<file path="config.mk">
export PLATFORM = sky130hd
export DESIGN_NAME = wb_rr_arbiter
export DESIGN_NICKNAME = d
export VERILOG_FILES = /design/src/rtl/wb_arb_pkg.sv /design/src/rtl/rr_picker.sv /design/src/rtl/wb_rr_arbiter.sv
export SDC_FILE = /design/constraint.sdc
export NUM_CORES = 1
export LEC_CHECK = 0
export CAP_MARGIN = 20
export CELL_PAD_IN_SITES_DETAIL_PLACEMENT = 1
export CELL_PAD_IN_SITES_GLOBAL_PLACEMENT = 1
export CORE_AREA = 2 2 139 141
export DETAILED_ROUTE_END_ITERATION = 7
export DIE_AREA = 0 0 141 143
export PLACE_DENSITY = 0.83
export SLEW_MARGIN = 20
export SYNTH_ARGS = -nofsm -noshare
export SYNTH_HDL_FRONTEND = slang
export SYNTH_SLANG_ARGS = --single-unit
</file>
<file path="constraint.sdc">
create_clock -name clk -period 1.9 [get_ports clk]
set_clock_uncertainty 0.05 [all_clocks]
set_input_delay 0.38 -clock clk [delete_from_list [all_inputs] [get_ports clk]]
set_output_delay 0.38 -clock clk [all_outputs]
set_load 0.01 [all_outputs]
</file>
<file path="src/rtl/wb_arb_pkg.sv">
// Shared types and width helpers for the round-robin Wishbone arbiter.
package wb_arb_pkg;

  typedef enum logic [1:0] {
    IDLE = 2'd0,
    BUSY = 2'd1,
    TERR = 2'd2
  } arb_state_e;

  // Ceiling log2 for elaboration-time width calculations.
  function automatic int clog2(input int n);
    int r;
    r = 0;
    while ((1 << r) < n) r++;
    return r;
  endfunction

  // Pointer width that never collapses to zero bits.
  function automatic int ptr_w(input int n);
    return (clog2(n) < 1) ? 1 : clog2(n);
  endfunction

endpackage

</file>
<file path="src/rtl/rr_picker.sv">
// Combinational round-robin picker: first requester at or after prio, circularly.
module rr_picker
  import wb_arb_pkg::*;
#(
  parameter int N     = 3,
  parameter int PTR_W = ptr_w(N)
) (
  input  logic [N-1:0]     req,
  input  logic [PTR_W-1:0] prio,
  output logic [N-1:0]     pick,
  output logic             valid
);

  logic             found;
  logic [PTR_W-1:0] idx;

  // Walk the request vector starting at prio and keep the first hit.
  always_comb begin
    pick  = '0;
    found = 1'b0;
    idx   = '0;
    for (int i = 0; i < N; i++) begin
      idx = PTR_W'((int'(prio) + i) % N);
      if (!found && req[idx]) begin
        pick[idx] = 1'b1;
        found     = 1'b1;
      end
    end
  end

  assign valid = found;

endmodule

</file>
<file path="src/rtl/wb_rr_arbiter.sv">
// Round-robin Wishbone arbiter: one slave port shared by N_MASTER masters,
// grant held until the owner drops cyc, watchdog terminates stalled beats.
module wb_rr_arbiter
  import wb_arb_pkg::*;
#(
  parameter int N_MASTER       = 3,
  parameter int ADDR_W         = 32,
  parameter int DATA_W         = 32,
  parameter int TIMEOUT_CYCLES = 256
) (
  input  logic                         clk,
  input  logic                         rstn_i,
  input  logic [N_MASTER-1:0]          m_cyc_i,
  input  logic [N_MASTER-1:0]          m_stb_i,
  input  logic [N_MASTER-1:0]          m_we_i,
  input  logic [N_MASTER*ADDR_W-1:0]   m_adr_i,
  input  logic [N_MASTER*DATA_W-1:0]   m_dat_i,
  input  logic [N_MASTER*DATA_W/8-1:0] m_sel_i,
  output logic [DATA_W-1:0]            m_dat_o,
  output logic [N_MASTER-1:0]          m_ack_o,
  output logic [N_MASTER-1:0]          m_err_o,
  output logic                         s_cyc_o,
  output logic                         s_stb_o,
  output logic                         s_we_o,
  output logic [ADDR_W-1:0]            s_adr_o,
  output logic [DATA_W-1:0]            s_dat_o,
  output logic [DATA_W/8-1:0]          s_sel_o,
  input  logic [DATA_W-1:0]            s_dat_i,
  input  logic                         s_ack_i,
  input  logic                         s_err_i,
  output logic [N_MASTER-1:0]          grant_o,
  output logic                         timeout_o
);

  localparam int SEL_W = DATA_W / 8;
  localparam int PTR_W = ptr_w(N_MASTER);
  localparam int WD_W  = ptr_w(TIMEOUT_CYCLES + 1);
  localparam logic [WD_W-1:0] WD_LAST = WD_W'(TIMEOUT_CYCLES - 1);
  localparam logic [WD_W-1:0] WD_MAX  = '1;

  arb_state_e           state_q, state_d;
  logic [PTR_W-1:0]     prio_q, prio_d;
  logic [PTR_W-1:0]     owner_q, owner_d;
  logic [WD_W-1:0]      wd_q, wd_d;
  logic [N_MASTER-1:0]  pick;
  logic                 pick_vld;
  logic [PTR_W-1:0]     pick_idx;
  logic [N_MASTER-1:0]  owner_oh;
  logic                 owner_cyc;
  logic                 owner_stb;

  // Priority pointer advances to the master after the one just served.
  function automatic logic [PTR_W-1:0] wrap_inc(input logic [PTR_W-1:0] p);
    return (p == PTR_W'(N_MASTER - 1)) ? '0 : p + PTR_W'(1);
  endfunction

  rr_picker #(
    .N     (N_MASTER),
    .PTR_W (PTR_W)
  ) u_picker (
    .req   (m_cyc_i),
    .prio  (prio_q),
    .pick  (pick),
    .valid (pick_vld)
  );

  // Convert the one-hot pick into an owner index.
  always_comb begin
    pick_idx = '0;
    for (int i = 0; i < N_MASTER; i++) begin
      if (pick[i]) pick_idx = PTR_W'(i);
    end
  end

  assign owner_oh  = N_MASTER'(1) << owner_q;
  assign owner_cyc = m_cyc_i[owner_q];
  assign owner_stb = m_stb_i[owner_q];
  assign m_dat_o   = s_dat_i;

  // State, priority pointer, owner and watchdog registers.
  always_ff @(posedge clk or negedge rstn_i) begin
    if (!rstn_i) begin
      state_q <= IDLE;
      prio_q  <= '0;
      owner_q <= '0;
      wd_q    <= '0;
    end else begin
      state_q <= state_d;
      prio_q  <= prio_d;
      owner_q <= owner_d;
      wd_q    <= wd_d;
    end
  end

  // Next-state logic, slave-side mux and owner-only response routing.
  always_comb begin
    state_d   = state_q;
    prio_d    = prio_q;
    owner_d   = owner_q;
    wd_d      = wd_q;
    s_cyc_o   = 1'b0;
    s_stb_o   = 1'b0;
    s_we_o    = 1'b0;
    s_adr_o   = '0;
    s_dat_o   = '0;
    s_sel_o   = '0;
    m_ack_o   = '0;
    m_err_o   = '0;
    grant_o   = '0;
    timeout_o = 1'b0;
    case (state_q)
      IDLE: begin
        wd_d = '0;
        if (pick_vld) begin
          owner_d = pick_idx;
          state_d = BUSY;
        end
      end
      BUSY: begin
        grant_o = owner_oh;
        s_cyc_o = owner_cyc;
        s_stb_o = owner_stb;
        s_we_o  = m_we_i[owner_q];
        s_adr_o = m_adr_i[int'(owner_q)*ADDR_W +: ADDR_W];
        s_dat_o = m_dat_i[int'(owner_q)*DATA_W +: DATA_W];
        s_sel_o = m_sel_i[int'(owner_q)*SEL_W +: SEL_W];
        m_ack_o = s_ack_i ? owner_oh : '0;
        m_err_o = s_err_i ? owner_oh : '0;
        if (!owner_cyc) begin
          // Release: slave already sees cyc low through the mux this cycle.
          state_d = IDLE;
          prio_d  = wrap_inc(owner_q);
          wd_d    = '0;
        end else if (!owner_stb || s_ack_i || s_err_i) begin
          // A termination in the expiry cycle wins over the watchdog.
          wd_d = '0;
        end else if (TIMEOUT_CYCLES != 0 && wd_q == WD_LAST) begin
          state_d = TERR;
          wd_d    = '0;
        end else if (wd_q != WD_MAX) begin
          wd_d = wd_q + WD_W'(1);
        end
      end
      TERR: begin
        // Slave is cut off; the owner gets a synthetic error this cycle.
        grant_o   = owner_oh;
        m_err_o   = owner_oh;
        timeout_o = 1'b1;
        prio_d    = wrap_inc(owner_q);
        state_d   = IDLE;
      end
      default: state_d = IDLE;
    endcase
  end

endmodule

</file>
Word-level counts from Yosys, hierarchy flattened
Cells that the tools add are included.
Storage, ports and cells
  register bits after elaboration: 15
  output and inout port bits: 113
  input port bits: 249
Operators by class
  shift-type cells: 4
  add/sub/neg operators: 4
  reduce and logical (&&, ||, !) cells: 18
  multiplexer cells: 51
  equality and inequality tests: 10
  $lt $le $gt $ge: 7
  bitwise operators: 2
  divide/modulo/power cells: 3
Operators with widths (count)
  $shiftx 96x8->32: 2
  $mod 32x3->32 const B: 2
  $mux 32: 2
  $mux 9: 4
  $mod 3x3->32 const B: 1
  $mux 3: 7
  $pmux 9 s2: 1
  $mux 1: 17
  $mux 2: 7
  $bmux 1 s2: 6
  $lt 2x3->1 const B: 4
  $shiftx 12x5->4: 1
  $add 9x1->9 const B: 1
  $eq 9x8->1 const B: 1
  $ne 9x9->1 const B: 1
  $pmux 2 s2: 2
  $demux 1 s2: 3
  $ge 2x1->1 const B: 3
  $ne 3x3->1 const B: 2
  $or 3x3->3: 2
  $pmux 3 s2: 1
  $reduce_and 2->1: 3
  $logic_and 1x1->1: 5
  $ne 5x5->1 const B: 1
  14 further kinds: 20

Depth between registers and ports, before layout
Gate-level depths: netlist (run 1).
  word-level depth: 12
  mapped depth: 8
  gate-level depth less buffers: 7

By module
Synthesis (run 1) repeated with hierarchy kept, for this count alone.
Unflattened totals
  cells, all modules: 488
  area total of the unflattened synthesis: 3382.0 µm²
By module, submodules not included
  wb_rr_arbiter: times used 1, sequential area each 375.4 µm², cells an instance 450, area each 3110.5 µm²
  rr_picker: times used 1, sequential area each 0.0 µm², cells an instance 38, area each 271.5 µm²

Least setup slack after synthesis (run 1)
Ideal clock, no wire load.
  path kind: reg2out
  start point: register state_q[1]
  end point: output port m_err_o[0]
  slack: 33 ps
  data arrival time: 1437 ps
  cell stages (with the launch flop): 7
  data required time: 1470 ps
  cell sequence: dfrtp_1 inv_1 ha_1 clkbuf_1 a21o_1 nand2_1 nor3_1
Between the ends
  cells in the longest elaborated chain, start to end: 2
  elaborated cells on any way between the ends: 3
  those cells by class: eq/ne (2); mux (1)
Ends and longest elaborated chain
  from (decl): RTL line wb_rr_arbiter.sv:41  | arb_state_e state_q, state_d;
  from (signal assigned): RTL line wb_rr_arbiter.sv:88  | state_q <= state_d;
  $eq 2x2->1 or $eq 2x1->1 (tied branches): RTL line wb_rr_arbiter.sv:111  | case (state_q)
  $pmux 3 s2 (*): RTL line wb_rr_arbiter.sv:111
  to (decl): RTL line wb_rr_arbiter.sv:21  | output logic [N_MASTER-1:0] m_err_o,
Every way passes the cells marked *; elsewhere a longest branch is shown, timed or not.

Final worst setup path (run 1)
  start point: register owner_q[0]
  end point: output port s_dat_o[26]
Between the ends
  cells in the longest elaborated chain, start to end: 2
Ends and longest elaborated chain
  from (decl): RTL line wb_rr_arbiter.sv:43  | logic [PTR_W-1:0] owner_q, owner_d;
  from (signal assigned): RTL line wb_rr_arbiter.sv:90  | owner_q <= owner_d;
  $shiftx 96x8->32: RTL line wb_rr_arbiter.sv:125  | s_dat_o = m_dat_i[int'(owner_q)*DATA_W +: DATA_W];
  $mux 32: RTL line wb_rr_arbiter.sv:111
  to (decl): RTL line wb_rr_arbiter.sv:26  | output logic [DATA_W-1:0] s_dat_o,
Every way passes these cells.

==> impl_metrics.yaml, run 1 <==
outcome:
  status: "finished, violations left"
  failed_checks: "negative setup slack"
global_routing:
  use_met1_pct: 22.4
  grt_util_met2_pct: 34.9
  grt_max_degree: 48
  grtUsageTotal_pct: 18.4
  grt_pass1_vias: 4892
  antenna_found_initial: 2
  grt_overflow: 0
  grtUsageMet3_pct: 3.05
  gr-max-usage-layer: "met2"
  grt_pass1_wl_um: 29200
cells_and_area:
  areaGrowthSynthToFinish_pct: 135
  mostFrequentLayoutCells: "clkdlybuf4s50_1 (216), and2_1 (66), mux2i_1 (57), buf_2 (54), nand2_1 (50)"
  drive_gt1_share_pct: 35.1
  final_common_cell: "clkdlybuf4s50_1"
  fin_cells: 1029
  final_nets: 1052
  final.fill_count: 2153
setup_path:
  cp_slowest_cell: "dfrtp_4"
  crit_chain: "nor2b_4 > buf_12 > buf_8 > buf_12 > buf_6 > nand2_4 > o21ai_4 > and2_4 > buf_6"
  cp_max_fo: 7
  cp.required_ps: 1470
  cp_top_family: "buffers and inverters"
  crit_buf_inv: 5
  startpoint_type: "flip-flop"
  cp-end-kind: "output port"
  crit_path_max_incr_delay_ps: 510
  cp.arrival_ps: 1780
  critPathKind: "reg -> out"
routing:
  drtIter0Drc: 127
  firstDrtPassIters: 4
  routedWlPerCell_um: 20.5
  detail-route-antenna-nets: 0
  drc: 0
  drt-total-wl_um: 21000
  vias_per_cell: 4.61
  vias: 4740
synthesis:
  yosys-mux-area-fraction_pct: 24.0
  synth_nets: 734
  netlist_instances: 477
  synth-compound-area-share_pct: 19.0
  syn_avg_cell_area_um2: 6.93
  synth_top_family_by_area: "simple AND/OR/NAND/NOR gates"
  synth-xor-area-share_pct: 0
  synth_area_um2: 3310
  ys_seq_area_share_pct: 11.4
  synthAdderAreaFrac_pct: 3.03
  yosysWarnings: 0
  synthDistinctLibCells: 41
  yosys.area_share.simple_pct: 29.5
  synth_seq_cells: 15
pwr:
  p_leak_nw: 3.29
  p_switching_mw: 4.35
  p_per_area_nw_per_um2: 1240
  switching_share_pct: 45.1
  power_frac_comb_pct: 91.2
  power_frac_clock_pct: 4.3
  p_seq_share_pct: 4.4
  internal_power_mw: 5.30
  peakVddDrop_uv: 882
floorplan:
  core_area_um2: 18600
  die_area_um2: 20200
  num_rows: 50
  die_w_um: 141
  num_io_pins: 362
  start_util_pct: 17.8
  die_y_um: 143
placement:
  dp_slack_ps: -686
  dp_hpwl_um: 14300
  dpl.cell_count: 989
  gp_congestion: 0.818
  port-buffer-count: 297
clocking:
  cts_max_path_buffers: 2
  numCtsBuffers: 3
  worstSkewPairLatency_ps: 250
  cts_tree: "yes"
  htree_levels: 1
  root_buffer: "clkbuf_16"
  clk_pin_slew_worst_paths_ps: 50
  cts_hold_buf: 0
  clock-sinks: 15
sta:
  maxSlewViolCount: 0
  timing.hold.ws_ps: 401
  finalSetupViolations: 90
  period_share_pct: 116
  timing.setup.tns_ps: -19110
  finalHoldViolations: 0
  min_period_ps: 2210
  slew_headroom_pct: 76.9
  setup_slack_ps: -312
  tightestPinTransition_ps: 347
  clock.fmax_mhz: 452
  rsz0062_at_grt: "yes"
flow_run:
  max-cap-violations: 0
hold_path:
  min_path_type: "in -> async"
-- cell families after synthesis --
logic type / after synthesis
adder cells (fa/ha/maj): 8
buffers and inverters: 77
multiplexers: 79
AND/OR/NAND/NOR: 190
AO/OA/AOI/OAI: 108
flip-flops: 15
-- cells in the mapped netlist --
cell type / n / share of area [%]
a21boi_0: 1 / 0.23
a21boi_1: 1 / 0.23
a21o_1: 1 / 0.23
a21oi_1: 7 / 1.1
a22o_1: 4 / 1.1
a2bb2oi_1: 1 / 0.26
a31oi_1: 3 / 0.57
a32o_1: 1 / 0.30
and2_1: 73 / 14
and2_4: 1 / 0.26
and3_1: 4 / 0.76
and4b_1: 1 / 0.30
buf_1: 1 / 0.11
buf_2: 11 / 1.7
buf_4: 33 / 7.5
buf_6: 1 / 0.34
clkbuf_1: 20 / 2.3
dfrtp_1: 15 / 11
ha_1: 8 / 3.0
inv_1: 11 / 1.2
mux2_1: 1 / 0.34
mux2_2: 1 / 0.34
mux2i_1: 77 / 23
nand2_1: 78 / 8.9
nand2b_1: 4 / 0.76
nand3_1: 3 / 0.45
nand3b_1: 1 / 0.23
nand4_1: 2 / 0.38
nor2_1: 12 / 1.4
nor2b_1: 4 / 0.76
nor3_1: 3 / 0.45
nor3_2: 2 / 0.61
nor3b_1: 1 / 0.23
nor4b_1: 1 / 0.26
o2111ai_4: 1 / 0.79
o21ai_0: 75 / 11
o21ai_1: 6 / 0.91
o21ai_2: 1 / 0.26
o22a_1: 3 / 0.79
o2bb2ai_2: 1 / 0.45
o31a_1: 2 / 0.53
-- worst register-to-register path: cells and delay by family, from the launching register on --
kind | cells | cell delay [ps]
AND/OR/NAND/NOR | 1 | 60
multiplexers | 1 | 240
AO/OA/AOI/OAI | 3 | 600
flip-flops | 1 | 460
buffers and inverters | 4 | 660
-- per-stage QoR --
stage | utilization [%] | instance area (um^2) | power, mW
detailed placement | 35.8 | 6660 | 6.84
global route | 41.8 | 7760 | 10.2
finish | 41.8 | 7760 | 9.65
global placement | 35.8 | 6660 | 6.74
CTS | 39.3 | 7290 | 8.70
floorplan | - | 3310 | 3.47
-- sequential cells by signal, summed over array words and instances (netlist names) --
| register | cells |
|---|---|
| wd_q | 9 |
| state_q | 2 |
| owner_q | 2 |
| prio_q | 2 |
-- layout make-up --
type,instances,area (um^2),share of cell area [%]
antenna,1,2.50,0.0322
tap,234,293,3.77
inverter,11,41.3,0.532
clock inverter,1,5.00,0.0645
timing repair buffer,379,3870,49.9
sequential,15,380,4.90
multi-input combinational,385,3100,39.9
clock buffer,3,75.1,0.967
-- repair_timing --
item | 4_1_cts | 5_1_grt
resized for setup | 476 | 123
gates cloned | 9 | 4
pin swaps | 70 | 59
buffers inserted | 24 | 8
endpoints found under the setup margin | 96 | 96
-- final timing paths --
kind / start / to / cells after the start / slack, ps
worst max-delay path: owner_q[0] / s_dat_o[26] / 9 / -310
worst min-delay path: rstn_i / wd_q[1] / 2 / 400
worst max register to register: owner_q[0] / wd_q[4] / 9 / -270
worst min register to register: wd_q[6] / wd_q[6] / 1 / 450
max in group asynchronous: rstn_i / owner_q[0] / 2 / 1180
min in group clk: wd_q[6] / wd_q[6] / 1 / 450
-- power groups by stage --
stage	registers [mW]	clock network [mW]	logic, mW
3_3_place_gp	0.432	0	6.31
5_1_grt	0.433	0.436	9.34
4_1_cts	0.426	0.424	7.85
6_report	0.427	0.420	8.80
3_5_place_dp	0.439	0	6.40
2_1_floorplan	0.406	0	3.06
-- metal layers --
layer	up-vias	wire length [um]
li1	2236	-
met1	2278	8510
met2	204	11000
met3	22	1270
met4	0	270
met5	-	0
Note: power is estimated with default switching activity, not from simulation.
==> inputs of run 2 (changes only) <==
Settings changed: CORE_AREA 2 2 139 141 to default, CORE_MARGIN from default to 2, CORE_UTILIZATION from default to 18, DIE_AREA 0 0 141 143 to default, PLACE_DENSITY 0.83 to 0.84.
==> impl_metrics.yaml, run 2 (synthesized netlist as in run 1, its figures left out) <==
outcome:
  status: "finished, violations left"
  failed_checks: "negative setup slack"
sta:
  tightestPinTransition_ps: 406
  maxSlewViolCount: 0
  slew_headroom_pct: 72.9
  period_share_pct: 119
  clock.fmax_mhz: 443
  setup_slack_ps: -355
  min_period_ps: 2260
  finalHoldViolations: 0
  timing.setup.tns_ps: -21800
  rsz0062_at_grt: "yes"
  finalSetupViolations: 91
global_routing:
  grt_max_degree: 43
  antenna_found_initial: 0
  grt_pass1_vias: 5121
  grtUsageTotal_pct: 19.6
  grt_overflow: 0
  grt_pass1_wl_um: 30400
pwr:
  p_per_area_nw_per_um2: 1210
  p_leak_nw: 3.30
  peakVddDrop_uv: 455
floorplan:
  start_util_pct: 18.3
  die_y_um: 140
  num_rows: 49
  die_w_um: 140
  num_io_pins: 362
  die_area_um2: 19500
  core_area_um2: 18000
placement:
  dp_hpwl_um: 14800
  gp_congestion: 0.833
  dpl_cell_area_um2: 6610
  port-buffer-count: 297
setup_path:
  cp-end-kind: "output port"
  cp.required_ps: 1470
  endpoint: "s_dat_o[15]"
  startpoint_type: "flip-flop"
  cp_max_fo: 6
  r2r-end: "wd_q[4]"
  crit_start: "owner_q[0]"
  cp.arrival_ps: 1830
  critPathKind: "reg -> out"
  timing.rr.start: "owner_q[0]"
  rr_worst_depth: 10
  r2r_slack_ps: -300
cells_and_area:
  final_common_cell: "clkdlybuf4s50_1"
  insertedDiodeCount: 0
  areaGrowthSynthToFinish_pct: 137
  largest_reg_flops: 9
  final_cell_area_um2: 7830
  final_nets: 1055
  drive_gt1_share_pct: 38.6
  mostFrequentLayoutCells: "clkdlybuf4s50_1 (216), and2_1 (66), mux2i_1 (57), buf_2 (56), buf_6 (50)"
  register_area_um2: 382
  top_register: "wd_q"
  final.fill_count: 2065
  multi_input_area_um2: 3180
routing:
  drc: 0
  vias_per_cell: 4.60
  detail-route-antenna-nets: 0
  routedWlPerCell_um: 20.3
  drtIter0Drc: 84
  drt-total-wl_um: 20800
  vias: 4715
  firstDrtPassIters: 4
clocking:
  clk_pin_slew_worst_paths_ps: 50
  cts_tree: "yes"
  cts_max_path_buffers: 2
  cts_hold_buf: 0
  htree_levels: 1
  clock-sinks: 15
  worstSkewPairLatency_ps: 250
  numCtsBuffers: 3
  root_buffer: "clkbuf_16"
hold_path:
  min_path_type: "in -> async"
flow_run:
  max-cap-violations: 0
run 2: cell count changes in the layout (fill, tap and decap cells not counted), sizes merged:
cell / before / now
buf: 157 / 162
diode: 1 / 0
clkinv: 1 / 0
clkbuf: 7 / 6
run 2: area by class of cell:
cell class | instances | area share, %
clock buffers | 4 | 1.01
inverters | 11 | 0.527
multi-input cells | 385 | 40.6
flip-flops and latches | 15 | 4.87
well taps | 229 | 3.66
repair buffers | 382 | 49.4
run 2: where the power goes:
part / switching [mW] / leakage, nW / internal [mW] / total [mW]
Combinational: 4.03 / 3.07 / 4.53 / 8.56
Sequential: 0.0782 / 0.198 / 0.378 / 0.456
Clock: 0.144 / 0.0382 / 0.285 / 0.429
run 2: how the worst min path moves through the flow:
stage	end	slack [ps]	cells past startpoint	from
2_1_floorplan	owner_q[0]	30	0	rstn_i
3_3_place_gp	wd_q[6]	420	1	wd_q[6]
3_5_place_dp	wd_q[6]	430	1	wd_q[6]
4_1_cts	state_q[1]	400	2	rstn_i
5_1_grt	state_q[1]	450	2	rstn_i
6_report	wd_q[6]	400	2	rstn_i
run 2: worst max-delay path, stage by stage, from the launching register on:
cell and delay (ps):
dfrtp_4 550, buf_12 180, buf_8 130, buf_6 120, mux2i_1 180, o21ai_1 100
and2_1 180, buf_6 120
run 2: stage by stage:
stage / hold slack, ps / setup WS (ps) / cells / util (%) / power [mW]
floorplan: 34.4 / 33.0 / 477 / - / 3.47
global placement: 420 / -767 / 980 / 36.7 / 6.72
detailed placement: 427 / -764 / 980 / 36.7 / 6.81
CTS: 403 / -350 / 1019 / 40.4 / 8.56
global route: 448 / -425 / 1026 / 43.4 / 10.1
finish: 399 / -355 / 1026 / 43.4 / 9.44
run 2: timing repair:
action	CTS	global route
resized for setup	504	152
endpoints found under the setup margin	96	96
buffers inserted	28	10
pin swaps	80	67
gates cloned	8	2
run 2: routing by layer:
layer / wire length [um] / up-vias / global-route usage (%)
met2: 10800 / 203 / 36.3
met4: 367 / 0 / 3.47
li1: - / 2245 / -
met5: 0 / - / 0
met3: 1430 / 27 / 5.02
met1: 8180 / 2240 / 23.1
==> inputs of run 3 (changes only) <==
Settings changed: CORE_MARGIN 2 to 3.
==> impl_metrics.yaml, run 3 (synthesized netlist as in run 1, its figures left out) <==
setup_path:
  crit_path_max_incr_delay_ps: 520
  crit_top_cell: "buf_12"
  critPathKind: "reg -> out"
  timing.rr.start: "owner_q[0]"
  startpoint_type: "flip-flop"
  cp_top_family: "buffers and inverters"
  crit_start: "owner_q[0]"
  crit_buf_inv: 5
  cp.arrival_ps: 1860
  crit_chain: "nor2b_4 > buf_12 > buf_12 > buf_4 > buf_8 > nand2_1 > o21ai_0 > and2_1 > buf_6"
  cp_slowest_cell: "dfrtp_4"
  cp_max_fo: 7
  cp-end-kind: "output port"
  cp.required_ps: 1470
cells_and_area:
  drive_gt1_share_pct: 32.7
  final_nets: 1041
  final_common_cell: "clkdlybuf4s50_1"
  top_register: "wd_q"
  mostFrequentLayoutCells: "clkdlybuf4s50_1 (216), mux2i_1 (63), and2_1 (61), buf_2 (54), nand2_1 (53)"
  areaGrowthSynthToFinish_pct: 122
  fin_cells: 1008
  largest_reg_flops: 9
  insertedDiodeCount: 0
global_routing:
  grt_overflow: 0
  grt_pass1_wl_um: 27900
  grtUsageTotal_pct: 17.3
  grt_max_degree: 45
  grt_pass1_vias: 4813
  antenna_found_initial: 0
sta:
  setup_slack_ps: -390
  maxSlewViolCount: 0
  slew_headroom_pct: 67.6
  timing.hold.ws_ps: 401
  period_share_pct: 121
  finalSetupViolations: 86
  finalHoldViolations: 0
  timing.setup.tns_ps: -18960
  clock.fmax_mhz: 437
  rsz0062_at_grt: "yes"
  tightestPinTransition_ps: 484
  min_period_ps: 2290
pwr:
  peakVddDrop_uv: 675
  p_per_area_nw_per_um2: 1180
  p_leak_nw: 3.12
clocking:
  cts_max_path_buffers: 2
  numCtsBuffers: 3
  clock-sinks: 15
  worstSkewPairLatency_ps: 250
  root_buffer: "clkbuf_16"
  cts_hold_buf: 0
  clk_pin_slew_worst_paths_ps: 50
  cts_tree: "yes"
  htree_levels: 1
routing:
  detail-route-antenna-nets: 0
  vias: 4636
  drtIter0Drc: 101
  drc: 0
  drt-total-wl_um: 19700
  vias_per_cell: 4.60
  firstDrtPassIters: 4
  routedWlPerCell_um: 19.6
floorplan:
  die_w_um: 142
  num_io_pins: 362
  start_util_pct: 18.7
  core_area_um2: 17700
  num_rows: 48
  die_y_um: 142
  die_area_um2: 20000
placement:
  gp_congestion: 0.819
  dp_hpwl_um: 14600
  dpl.cell_count: 980
  port-buffer-count: 297
flow_run:
  max-cap-violations: 0
hold_path:
  min_path_type: "in -> async"
outcome:
  failed_checks: "negative setup slack"
  status: "finished, violations left"
## run 3: changes by cell type in the layout (fill, tap and decap cells not counted), sizes merged
cell,delta
buf,-16
clkbuf,+1
clkinv,+1
## run 3: final cells by class
cell class              count  area [um^2]
fillers                  2072        10300
repair buffers            368         3640
multi-input cells         385         2930
flip-flops and latches     15          380
well taps                 225          282
clock buffers               3         75.1
inverters                  11         41.3
clock inverters             1         5.00
## run 3: timing repair
item | 4_1_cts | 5_1_grt
setup endpoints to repair | 89 | 94
pin swaps | 19 | 39
resized for setup | 363 | 172
buffers inserted | 10 | 8
cloned | 7 | 2
## run 3: path summary, 6_finish.rpt
check	endpoint	slack (ps)	cells past startpoint
hold / removal	wd_q[0]	400	2
setup reg to reg	wd_q[7]	-340	9
setup / recovery	s_dat_o[17]	-390	9
min in group clk	wd_q[6]	470	1
hold reg to reg	wd_q[6]	470	1
max in group asynchronous	owner_q[0]	1190	2
## run 3: through the flow
step           util [%]  area [um^2]  total power [mW]  setup slack, ps
4_1_cts            40.2         7090              8.05             -399
2_1_floorplan         -         3310              3.47             33.0
3_5_place_dp       37.6         6640              6.78             -572
6_report           41.6         7350              8.69             -390
3_3_place_gp       37.6         6640              6.68             -553
5_1_grt            41.6         7350              9.28             -471
## run 3: metal layers
| metal | GRT usage, % | up-vias | share of wire [%] | wire length (um) |
|---|---|---|---|---|
| met5 | 0 | - | 0 | 0 |
| met4 | 1.67 | 0 | 0.91 | 180 |
| met3 | 3.74 | 16 | 7.4 | 1460 |
| met2 | 32.3 | 197 | 52 | 10200 |
| met1 | 20.9 | 2209 | 40 | 7880 |
| li1 | - | 2214 | - | - |
## run 3: power by group
group	leakage (nW)	switching [mW]	total, mW	internal, mW
sequential	0.199	0.0582	0.435	0.376
combinational	2.88	3.72	7.84	4.12
clock	0.0409	0.137	0.419	0.281
